$ cat src/rtl/neuron_writeback.sv
// rtl/neuron_writeback.sv - buffers MAC results and writes them to consecutive neuron RAM addresses
// Optional ReLU on the RAM write side when NEURON_WB_RELU_EN is defined.
module neuron_writeback #(
  parameter int DATA_W     = 8,
  parameter int ADDR_W     = 8,
  parameter int FIFO_DEPTH = 4
) (
  input  logic              clk,
  input  logic              reset,
  input  logic              start,
  input  logic [ADDR_W-1:0] write_base,
  input  logic [ADDR_W-1:0] count,
  input  logic              res_valid,
  input  logic [DATA_W-1:0] res_data,
  output logic              res_ready,
  input  logic              ram_gnt,
  output logic              ram_wre,
  output logic [ADDR_W-1:0] ram_addr,
  output logic [DATA_W-1:0] ram_wdata,
  output logic              busy,
  output logic              done
);

  localparam int PTR_W = $clog2(FIFO_DEPTH);
  localparam logic [PTR_W:0] DEPTH_L = (PTR_W+1)'(FIFO_DEPTH);

  typedef enum logic {IDLE, RUN} state_t;
  state_t state, state_nx;

  logic [ADDR_W-1:0] base_q, count_q, acc_cnt, wr_cnt;
  logic [DATA_W-1:0] mem [FIFO_DEPTH];
  logic [PTR_W-1:0]  rd_ptr, wr_ptr;
  logic [PTR_W:0]    occ;
  logic              full, empty, push, pop, last_commit, done_nx, launch;
  logic [DATA_W-1:0] head, head_act;

  assign full  = (occ == DEPTH_L);
  assign empty = (occ == '0);
  assign busy  = (state == RUN);

  // Ready looks only at the full flag so a same-cycle pop never opens a slot.
  assign res_ready   = busy && !full && (acc_cnt < count_q);
  assign push        = res_valid && res_ready;
  assign ram_wre     = busy && !empty;
  assign pop         = ram_wre && ram_gnt;
  assign last_commit = pop && ((wr_cnt + ADDR_W'(1)) == count_q);
  assign launch      = (state == IDLE) && start && (count != '0);

  assign head = mem[rd_ptr];
`ifdef NEURON_WB_RELU_EN
  assign head_act = head[DATA_W-1] ? '0 : head;
`else
  assign head_act = head;
`endif
  // FIFO storage is unreset, so gate the data bus to keep it clean when idle.
  assign ram_wdata = ram_wre ? head_act : '0;
  assign ram_addr  = base_q + wr_cnt;

  always_comb begin
    state_nx = state;
    done_nx  = 1'b0;
    case (state)
      IDLE: begin
        if (start) begin
          if (count != '0) state_nx = RUN;
          else             done_nx  = 1'b1;
        end
      end
      RUN: begin
        if (last_commit) begin
          state_nx = IDLE;
          done_nx  = 1'b1;
        end
      end
      default: state_nx = IDLE;
    endcase
  end

  always_ff @(posedge clk) begin
    if (reset) begin
      state   <= IDLE;
      done    <= 1'b0;
      base_q  <= '0;
      count_q <= '0;
      acc_cnt <= '0;
      wr_cnt  <= '0;
      rd_ptr  <= '0;
      wr_ptr  <= '0;
      occ     <= '0;
    end else begin
      state <= state_nx;
      done  <= done_nx;
      if (launch) begin
        base_q  <= write_base;
        count_q <= count;
        acc_cnt <= '0;
        wr_cnt  <= '0;
      end else begin
        if (push) acc_cnt <= acc_cnt + ADDR_W'(1);
        if (pop)  wr_cnt  <= wr_cnt + ADDR_W'(1);
      end
      if (push) wr_ptr <= wr_ptr + PTR_W'(1);
      if (pop)  rd_ptr <= rd_ptr + PTR_W'(1);
      case ({push, pop})
        2'b10:   occ <= occ + (PTR_W+1)'(1);
        2'b01:   occ <= occ - (PTR_W+1)'(1);
        default: occ <= occ;
      endcase
    end
  end

  always_ff @(posedge clk) begin
    if (push) mem[wr_ptr] <= res_data;
  end

endmodule

$ cat config.mk
export PLATFORM = sky130hd
export DESIGN_NAME = neuron_writeback
export DESIGN_NICKNAME = d
export VERILOG_FILES = /design/src/rtl/neuron_writeback.sv
export SDC_FILE = /design/constraint.sdc
export NUM_CORES = 1
export LEC_CHECK = 0
export CAP_MARGIN = 20
export CORE_ASPECT_RATIO = 0.5
export CORE_MARGIN = 2
export CORE_UTILIZATION = 40
export CTS_CLUSTER_SIZE = 25
export DETAILED_ROUTE_END_ITERATION = 10
export GPL_ROUTABILITY_DRIVEN = 0
export PLACE_DENSITY = 0.66
export SLEW_MARGIN = 20
export SYNTH_ARGS = -nofsm -noshare
export SYNTH_HDL_FRONTEND = slang
export SYNTH_SLANG_ARGS = --single-unit
$ cat constraint.sdc
create_clock -name clk -period 2.9 [get_ports clk]
set_input_delay 0.29 -clock clk [delete_from_list [all_inputs] [get_ports clk]]
set_output_delay 0.29 -clock clk [all_outputs]
set_load 0.005 [all_outputs]
==> results of run 1 <==
what timing repair did:
item                       in CTS  in global routing
gates resized for setup         1                  4
setup endpoints to repair       1                  2
buffers inserted                0                  0
power breakdown:
part	total, mW	internal (mW)	switching (mW)	leakage, nW
Clock	1.18	0.754	0.423	0.154
Sequential	1.18	1.15	0.0363	0.640
Combinational	0.367	0.191	0.177	0.887
Total	2.73	2.09	0.636	1.68
placed cells by master, fill, tap and decap left out, types with 8 or more instances in the layout:
cell,n
clkbuf_16,9
edfxtp_1,32
nand2_1,12
nor2_1,47
clkdlybuf4s50_1,47
a21oi_1,20
dfxtp_1,41
and2_1,8
xnor2_1,23
inv_1,21
xor2_1,11
mux4_2,8
mux2i_1,10
ha_1,21
worst paths after layout:
kind	slack, ns	from	to	cells after the start
max	0.27	wr_cnt[1]	ram_addr[7]	8
min	0.51	base_q[2]	base_q[2]	2
max reg2reg	0.28	count_q[7]	occ[1]	12
min reg2reg	0.51	base_q[2]	base_q[2]	2
layout make-up:
type / count / area (um^2) / share of cell area, %
multi-input combinational: 226 / 1740 / 37.5
timing repair buffer: 52 / 513 / 11.1
inverter: 23 / 88.8 / 1.92
clock inverter: 6 / 90.1 / 1.94
sequential: 75 / 1830 / 39.4
clock buffer: 10 / 229 / 4.94
tap: 117 / 146 / 3.16
metal layers:
| metal | global-route usage, % | up-vias | share of wire (%) |
|---|---|---|---|
| li1 | - | 1276 | - |
| met1 | 21.0 | 1207 | 47 |
| met2 | 26.8 | 63 | 46 |
| met3 | 5.41 | 13 | 4.9 |
| met4 | 6.22 | 0 | 1.8 |
| met5 | 0 | - | 0 |
critical path, cell delays in order (launching register included):
cell and delay, ns:
dfxtp_1 0.42, ha_1 0.27, a21oi_1 0.15, nor2b_1 0.07
o21a_1 0.17, o21ai_1 0.17, a21oi_1 0.10, xnor2_1 0.14
clkdlybuf4s50_1 0.51
stage by stage:
step	cell area [um^2]	setup slack (ns)
final	4630	0.270
after global routing	4630	0.0844
after CTS	4630	0.0898
after detailed placement	4310	0.300
after global placement	4310	0.395
after floorplan	3690	0.361
flip-flops by register name (all words and copies together) (netlist names), named ones only:
register and count:
wr_cnt 8, done 1, occ 3, acc_cnt 8, wr_ptr 2, count_q 8
base_q 8, rd_ptr 2, mem 32, busy 1
kinds of logic after synthesis:
kind of cell             after synthesis
XOR/XNOR                              34
flip-flops                            75
buffers and inverters                 33
adder cells (fa/ha/maj)               23
AO/OA/AOI/OAI                         47
multiplexers                          18
AND/OR/NAND/NOR                      104
==> flow_summary_export.csv, run 1 <==
group,metric,value,unit
global_routing,grt_pass1_wl,12.8,mm
floorplan,design.core.area,0.00883,mm^2
drt,dr.pass1.iters,5,
clocking,cts_buffer_depth,2,
worst_setup_path,cp_max_fo,7,
drt,wirelength,7.55,mm
logic_synthesis,synth-edff-count,32,
drt,initialDrtViolationCount,130,
logic_synthesis,synth_cells,334,
global_routing,overflow,0,
placed_design,port_buffers,48,
cells_and_area,layout.cells.non_filler,509,
clocking,clk_latency,0.33,ns
logic_synthesis,yosys.cell_count.top_type,"nor2_1",
clocking,h-tree-depth,3,
floorplan,die_area,0.0100,mm^2
timing,min_period,2.63,ns
logic_synthesis,syn-mean-instance-area,11.0,um^2
floorplan,rows,24,
global_routing,grt_use_total,16.6,%
logic_synthesis,syn_nets,386,
logic_synthesis,synthAdderAreaFrac,8.21,%
clocking,cts_root_buf,"clkbuf_16",
logic_synthesis,synthFlopType,"dfxtp_1",
logic_synthesis,synthTopCellsByCount,"nor2_1 (47), dfxtp_1 (43), edfxtp_1 (32), xnor2_1 (23)",
cells_and_area,diodes,0,
timing,holdWs,0.508,ns
cells_and_area,final_nets,439,
global_routing,grt_antenna_before_repair,0,
logic_synthesis,ys_async_sr_fraction,0,%
placed_design,dp_cells,493,
logic_synthesis,synthTopCellsByArea,"edfxtp_1 (26%), dfxtp_1 (23%), ha_1 (7.1%), xnor2_1 (5.5%), mux4_2 (4.9%)",
timing,skew,0.00623,ns
logic_synthesis,synth_simple_gate_area_share,13.6,%
clocking,numCtsBuffers,9,
logic_synthesis,muxShareOfSynthArea,7.60,%
timing,fmax,380,MHz
worst_setup_path,end_kind,"primary output",
timing,finalHoldViolCount,0,
cells_and_area,syn_to_final_growth,25.7,%
clocking,cts.sinks,75,
power_and_ir_drop,ir_drop,0.350,mV
logic_synthesis,syn_area,0.00369,mm^2
floorplan,die_width,140,um
timing,tightest_slew,0.685,ns
global_routing,grt_max_degree,24,
job,cap_viol_max_count,0,
drt,wire_per_inst,14.8,um
cells_and_area,final_core_util,52.5,%
global_routing,grt_pass1_vias,2631,
worst_setup_path,required,2.61,ns
cells_and_area,fillCellCount,777,
logic_synthesis,synth_top_area_share,26.1,%
timing,slew_headroom,53.9,%
power_and_ir_drop,power.leakage,1.68,nW
drt,vias_per_cell,5.03,
logic_synthesis,synth-xor-area-share,8.08,%
logic_synthesis,synth_top_family_by_area,"simple AND/OR/NAND/NOR gates",
worst_setup_path,worstPathArrival,2.34,ns
logic_synthesis,synth_cell_types,47,
timing,setup-violations-final,0,
cells_and_area,final_layout_size_suffix_gt1_share,11.2,%
worst_setup_path,crit_type,"flop to primary output",
hold_path,min_path_type,"flop to flop",
logic_synthesis,synth_warnings,0,
floorplan,die_h,71.9,um
timing,maxSlewViolCount,0,
logic_synthesis,synth_area_leader_cell,"edfxtp_1",
logic_synthesis,ys_seq_elements,75,
power_and_ir_drop,cellPowerDensity,589,mW/mm^2
timing,rsz0062_at_grt,"false",
timing,period_share,90.7,%
placed_design,hpwl,5.60,mm
logic_synthesis,yosysSeqAreaShare,49.4,%
logic_synthesis,synth_compound_area_share,9.57,%
clocking,cts_tree,"yes",
floorplan,initial_core_util,41.8,%
outcome,outcome,"complete, no violations",
drt,antenna_left,0,
clocking,hold_buffers,0,
floorplan,num_io_pins,49,
drt,drc,0,
timing,tns,0,ns
drt,vias,2559,
clocking,path_clk_slew,0.05,ns
worst_setup_path,critPathLaunchType,"flop",
power_and_ir_drop,total_power,2.73,mW
Note: power is estimated with default switching activity, not from simulation.
==> run 2, diff against run 1 <==
Settings changed: MAX_ROUTING_LAYER set to met4.
==> flow_summary_export.csv, run 2 (same netlist as run 1, synthesis figures left out) <==
group,metric,value,unit
drt,drc,0,
cells_and_area,final_layout_size_suffix_gt1_share,11.2,%
clocking,cts.sinks,75,
clocking,cts_tree,"yes",
worst_setup_path,critical_path.max_stage_delay,0.51,ns
outcome,outcome,"complete, no violations",
placed_design,hpwl,5.60,mm
timing,finalHoldViolCount,0,
placed_design,port_buffers,48,
clocking,cts_buffer_depth,2,
cells_and_area,final_nets,439,
worst_setup_path,end_kind,"primary output",
timing,min_period,2.63,ns
job,cap_viol_max_count,0,
timing,rsz0062_at_grt,"false",
worst_setup_path,r2r_setup_slack,0.28,ns
cells_and_area,diodes,0,
timing,tns,0,ns
cells_and_area,syn_to_final_growth,25.7,%
floorplan,die_width,140,um
worst_setup_path,cp_max_fo,7,
drt,dr.pass1.iters,4,
floorplan,initial_core_util,41.8,%
hold_path,min_path_type,"flop to flop",
drt,initialDrtViolationCount,155,
power_and_ir_drop,ir_drop,0.351,mV
cells_and_area,multi_input_area,0.00174,mm^2
placed_design,pre_cts_ws,0.300,ns
timing,period_share,90.7,%
worst_setup_path,critPathBufInv,1,
power_and_ir_drop,cellPowerDensity,589,mW/mm^2
drt,vias_per_cell,5.04,
floorplan,num_io_pins,49,
worst_setup_path,critPathSlowestCell,"clkdlybuf4s50_1",
clocking,path_clk_slew,0.05,ns
cells_and_area,seq_area,0.00183,mm^2
floorplan,die_area,0.0100,mm^2
global_routing,grt_pass1_vias,2634,
global_routing,grt_use_total,17.1,%
worst_setup_path,crit_top_cell,"a21oi_1",
worst_setup_path,cp_top_family,"compound AO/OA/AOI/OAI gates",
worst_setup_path,critPathLaunchType,"flop",
global_routing,grt_max_degree,24,
timing,setup-violations-final,0,
worst_setup_path,required,2.61,ns
power_and_ir_drop,power.leakage,1.68,nW
global_routing,grt_pass1_wl,12.8,mm
clocking,postCtsResizedCells,1,
worst_setup_path,crit_type,"flop to primary output",
clocking,clk_latency,0.34,ns
cells_and_area,layout_common_cells,"nor2_1 (47), clkdlybuf4s50_1 (47), dfxtp_1 (41), edfxtp_1 (32), xnor2_1 (23)",
drt,wirelength,7.54,mm
clocking,numCtsBuffers,9,
cells_and_area,fillCellCount,777,
global_routing,grt_antenna_before_repair,0,
drt,vias,2566,
cells_and_area,largest_reg_flops,32,
clocking,hold_buffers,0,
global_routing,overflow,0,
drt,wire_per_inst,14.8,um
clocking,cts_root_buf,"clkbuf_16",
timing,setup_ws,0.271,ns
timing,fmax,380,MHz
clocking,cts_setup_buffers,0,
floorplan,rows,24,
clocking,h-tree-depth,3,
floorplan,design.core.area,0.00883,mm^2
timing,skew,0.00653,ns
worst_setup_path,crit_chain,"ha_1, a21oi_1, nor2b_1, o21a_1, o21ai_1, a21oi_1, xnor2_1, clkdlybuf4s50_1",
worst_setup_path,worstPathArrival,2.34,ns
floorplan,die_h,71.9,um
cells_and_area,top_register,"mem",
drt,antenna_left,0,
timing,maxSlewViolCount,0,
timing,tightest_slew,0.689,ns
timing,slew_headroom,53.6,%
-- run 2: cell counts in the layout (fill, tap and decap cells not counted) --
Identical to the previous run, type by type.
-- run 2: routing by layer --
| metal | part of all wire (%) | wire [um] | GRT usage (%) |
|---|---|---|---|
| met2 | 46 | 3490 | 26.8 |
| met3 | 4.6 | 350 | 5.41 |
| met4 | 1.9 | 142 | 6.22 |
| met1 | 47 | 3560 | 21.0 |
| met5 | 0 | 0 | - |
-- run 2: worst paths after layout --
path | start | to | cells past startpoint
max | wr_cnt[1] | ram_addr[7] | 8
min | base_q[2] | base_q[2] | 2
max reg2reg | count_q[7] | occ[1] | 12
min reg2reg | base_q[2] | base_q[2] | 2
-- run 2: per-stage QoR --
stage | instances | hold WS, ns | power [mW] | util [%] | area (um^2)
after detailed placement | 493 | 0.504 | 1.58 | 48.8 | 4310
after global routing | 509 | 0.550 | 2.85 | 52.5 | 4630
after floorplan | 334 | 0.389 | 1.42 | - | 3690
final | 509 | 0.508 | 2.73 | 52.5 | 4630
after CTS | 509 | 0.518 | 2.77 | 52.4 | 4630
after global placement | 493 | 0.489 | 1.56 | 48.8 | 4310
-- run 2: cell type report --
cell class	count	area share [%]
Inverter	23	1.92
Clock buffer	10	4.94
Multi-Input combinational cell	226	37.5
Clock inverter	6	1.94
Tap cell	117	3.16
Timing Repair Buffer	52	11.1
Sequential cell	75	39.4
-- run 2: report_power, final --
part           total (mW)  internal (mW)  switching, mW
combinational       0.367          0.191          0.177
clock                1.18          0.754          0.423
sequential           1.18           1.15         0.0364
total                2.73           2.09          0.636
-- run 2: worst min-delay path, stage by stage, from the launching register on --
cell and delay [ns]:
dfxtp_1 0.34, mux2i_1 0.07, nor2_1 0.07
==> run 3, diff against run 2 <==
Settings changed: CTS_BUF_LIST set to sky130_fd_sc_hd__clkbuf_8 sky130_fd_sc_hd__clkbuf_16.
Clock period 2.9 ns to 2.5 ns, I/O delays scaled along.
==> flow_summary_export.csv, run 3 (same netlist as run 1, synthesis figures left out) <==
group,metric,value,unit
hold_path,hold_end,"base_q[3]",
power_and_ir_drop,power.leakage,1.77,nW
drt,drc,0,
cells_and_area,final_nets,455,
drt,vias_per_cell,5.05,
timing,holdWs,0.506,ns
timing,tightest_slew,0.568,ns
clocking,numCtsBuffers,9,
clocking,h-tree-depth,3,
cells_and_area,final_core_util,54.8,%
timing,skew,0.00528,ns
global_routing,grt_util_met3,4.95,%
placed_design,port_buffers,48,
global_routing,grt_pass1_wl,12.7,mm
clocking,cts.sinks,75,
worst_setup_path,required,2.77,ns
drt,wire_per_inst,15.1,um
hold_path,hold_start,"base_q[3]",
cells_and_area,layout_common_cells,"nor2_1 (47), clkdlybuf4s50_1 (44), dfxtp_1 (33), edfxtp_1 (32), xnor2_1 (23)",
drt,initialDrtViolationCount,155,
cells_and_area,final_layout_size_suffix_gt1_share,21.8,%
clocking,clk_latency,0.33,ns
worst_setup_path,crit_start,"count_q[7]",
global_routing,grt_pass1_vias,2597,
drt,dr.pass1.iters,4,
clocking,cts_buffer_depth,2,
timing,finalHoldViolCount,0,
floorplan,rows,24,
global_routing,met1_usage,21.2,%
power_and_ir_drop,cellPowerDensity,647,mW/mm^2
worst_setup_path,crit_type,"flop to flop",
drt,antenna_left,0,
job,cap_viol_max_count,0,
clocking,hold_buffers,0,
timing,period_share,98.4,%
worst_setup_path,worstPathArrival,2.73,ns
hold_path,holdPathStages,2,
timing,slew_headroom,61.8,%
clocking,path_clk_slew,0.06,ns
floorplan,die_width,140,um
floorplan,num_io_pins,49,
cells_and_area,top_register,"mem",
worst_setup_path,cp_max_fo,3,
global_routing,use_met2,26.7,%
worst_setup_path,end_kind,"flop",
timing,setup-violations-final,0,
drt,wirelength,7.94,mm
worst_setup_path,timing.rr.start,"count_q[7]",
timing,setup_ws,0.0411,ns
floorplan,initial_core_util,41.8,%
global_routing,overflow,0,
drt,vias,2650,
global_routing,grt_busiest_layer,"met2",
global_routing,grt_max_degree,20,
hold_path,min_path_type,"flop to flop",
worst_setup_path,worstRegToRegCells,12,
cells_and_area,syn_to_final_growth,31.3,%
cells_and_area,largest_reg_flops,32,
cells_and_area,diodes,0,
worst_setup_path,critPathLaunchType,"flop",
outcome,outcome,"complete, no violations",
worst_setup_path,r2r_setup_slack,0.04,ns
power_and_ir_drop,ir_drop,0.395,mV
global_routing,grt_antenna_before_repair,0,
timing,maxSlewViolCount,0,
timing,min_period,2.46,ns
floorplan,design.core.area,0.00883,mm^2
global_routing,grt_use_total,17.1,%
worst_setup_path,r2r-end,"occ[2]",
clocking,cts_root_buf,"clkbuf_16",
cells_and_area,final_common_cell,"nor2_1",
placed_design,pre_cts_ws,0.0376,ns
clocking,cts_tree,"yes",
placed_design,hpwl,5.61,mm
floorplan,die_h,71.9,um
floorplan,die_area,0.0100,mm^2
timing,fmax,407,MHz
run 3: changes by cell type in the layout (fill, tap and decap cells not counted), moves of 3 or more:
cell             delta
inv_2               +3
dfxtp_2             +7
clkdlybuf4s50_1     -3
a21oi_2             +3
a21oi_1             -3
inv_1               -3
ha_4                +4
ha_1                -6
dfxtp_1             -8
buf_4              +16
run 3: cell type report:
class	instances	area (um^2)
Clock inverter	7	75.1
Sequential cell	75	1840
Tap cell	117	146
Multi-Input combinational cell	226	1840
Inverter	23	88.8
Fill cell	759	3990
Timing Repair Buffer	68	626
Clock buffer	9	225
run 3: metrics by stage:
step                power [mW]  instance area [um^2]  instances  TNS [ns]
floorplan                 1.65                  3700        334         0
global placement          1.82                  4410        505         0
detailed placement        1.84                  4410        505         0
CTS                       3.14                  4720        521  -0.00599
global route              3.28                  4840        525   -0.0523
finish                    3.13                  4840        525         0
run 3: repair_timing:
item / in CTS / in global routing
setup endpoints to repair: 5 / 5
gates resized for setup: 7 / 31
pin swaps: 1 / 14
setup buffers: 0 / 4
hold endpoints to repair: 0 / 0
run 3: how the worst max path moves through the flow:
| stage | end | cells after the start |
|---|---|---|
| after floorplan | occ[2] | 12 |
| after global placement | occ[2] | 13 |
| after detailed placement | occ[2] | 12 |
| after CTS | ram_addr[6] | 10 |
| after global routing | occ[2] | 12 |
| final | occ[2] | 12 |
run 3: worst max-delay path, cell delays in order (launching register included):
cell and delay (ns):
dfxtp_2 0.32, inv_1 0.10, ha_4 0.22, a221oi_4 0.33, o211ai_4 0.13, a21oi_4 0.20
inv_4 0.05, ha_4 0.17, inv_2 0.05, fa_2 0.21, xor2_2 0.08, or3_4 0.37
a21oi_2 0.15
run 3: report_power, final:
group          switching (mW)  total [mW]  internal (mW)  leakage, nW
registers              0.0379        1.37           1.33        0.643
clock network           0.516        1.29          0.777        0.140
logic                   0.222       0.468          0.246        0.986
run 3: layer usage:
| metal | wire length (um) | up-vias | part of all wire [%] |
|---|---|---|---|
| met4 | 107 | 0 | 1.3 |
| met3 | 433 | 10 | 5.5 |
| met2 | 3790 | 78 | 48 |
| met1 | 3610 | 1255 | 45 |
| met5 | 0 | - | 0 |
| li1 | - | 1307 | - |
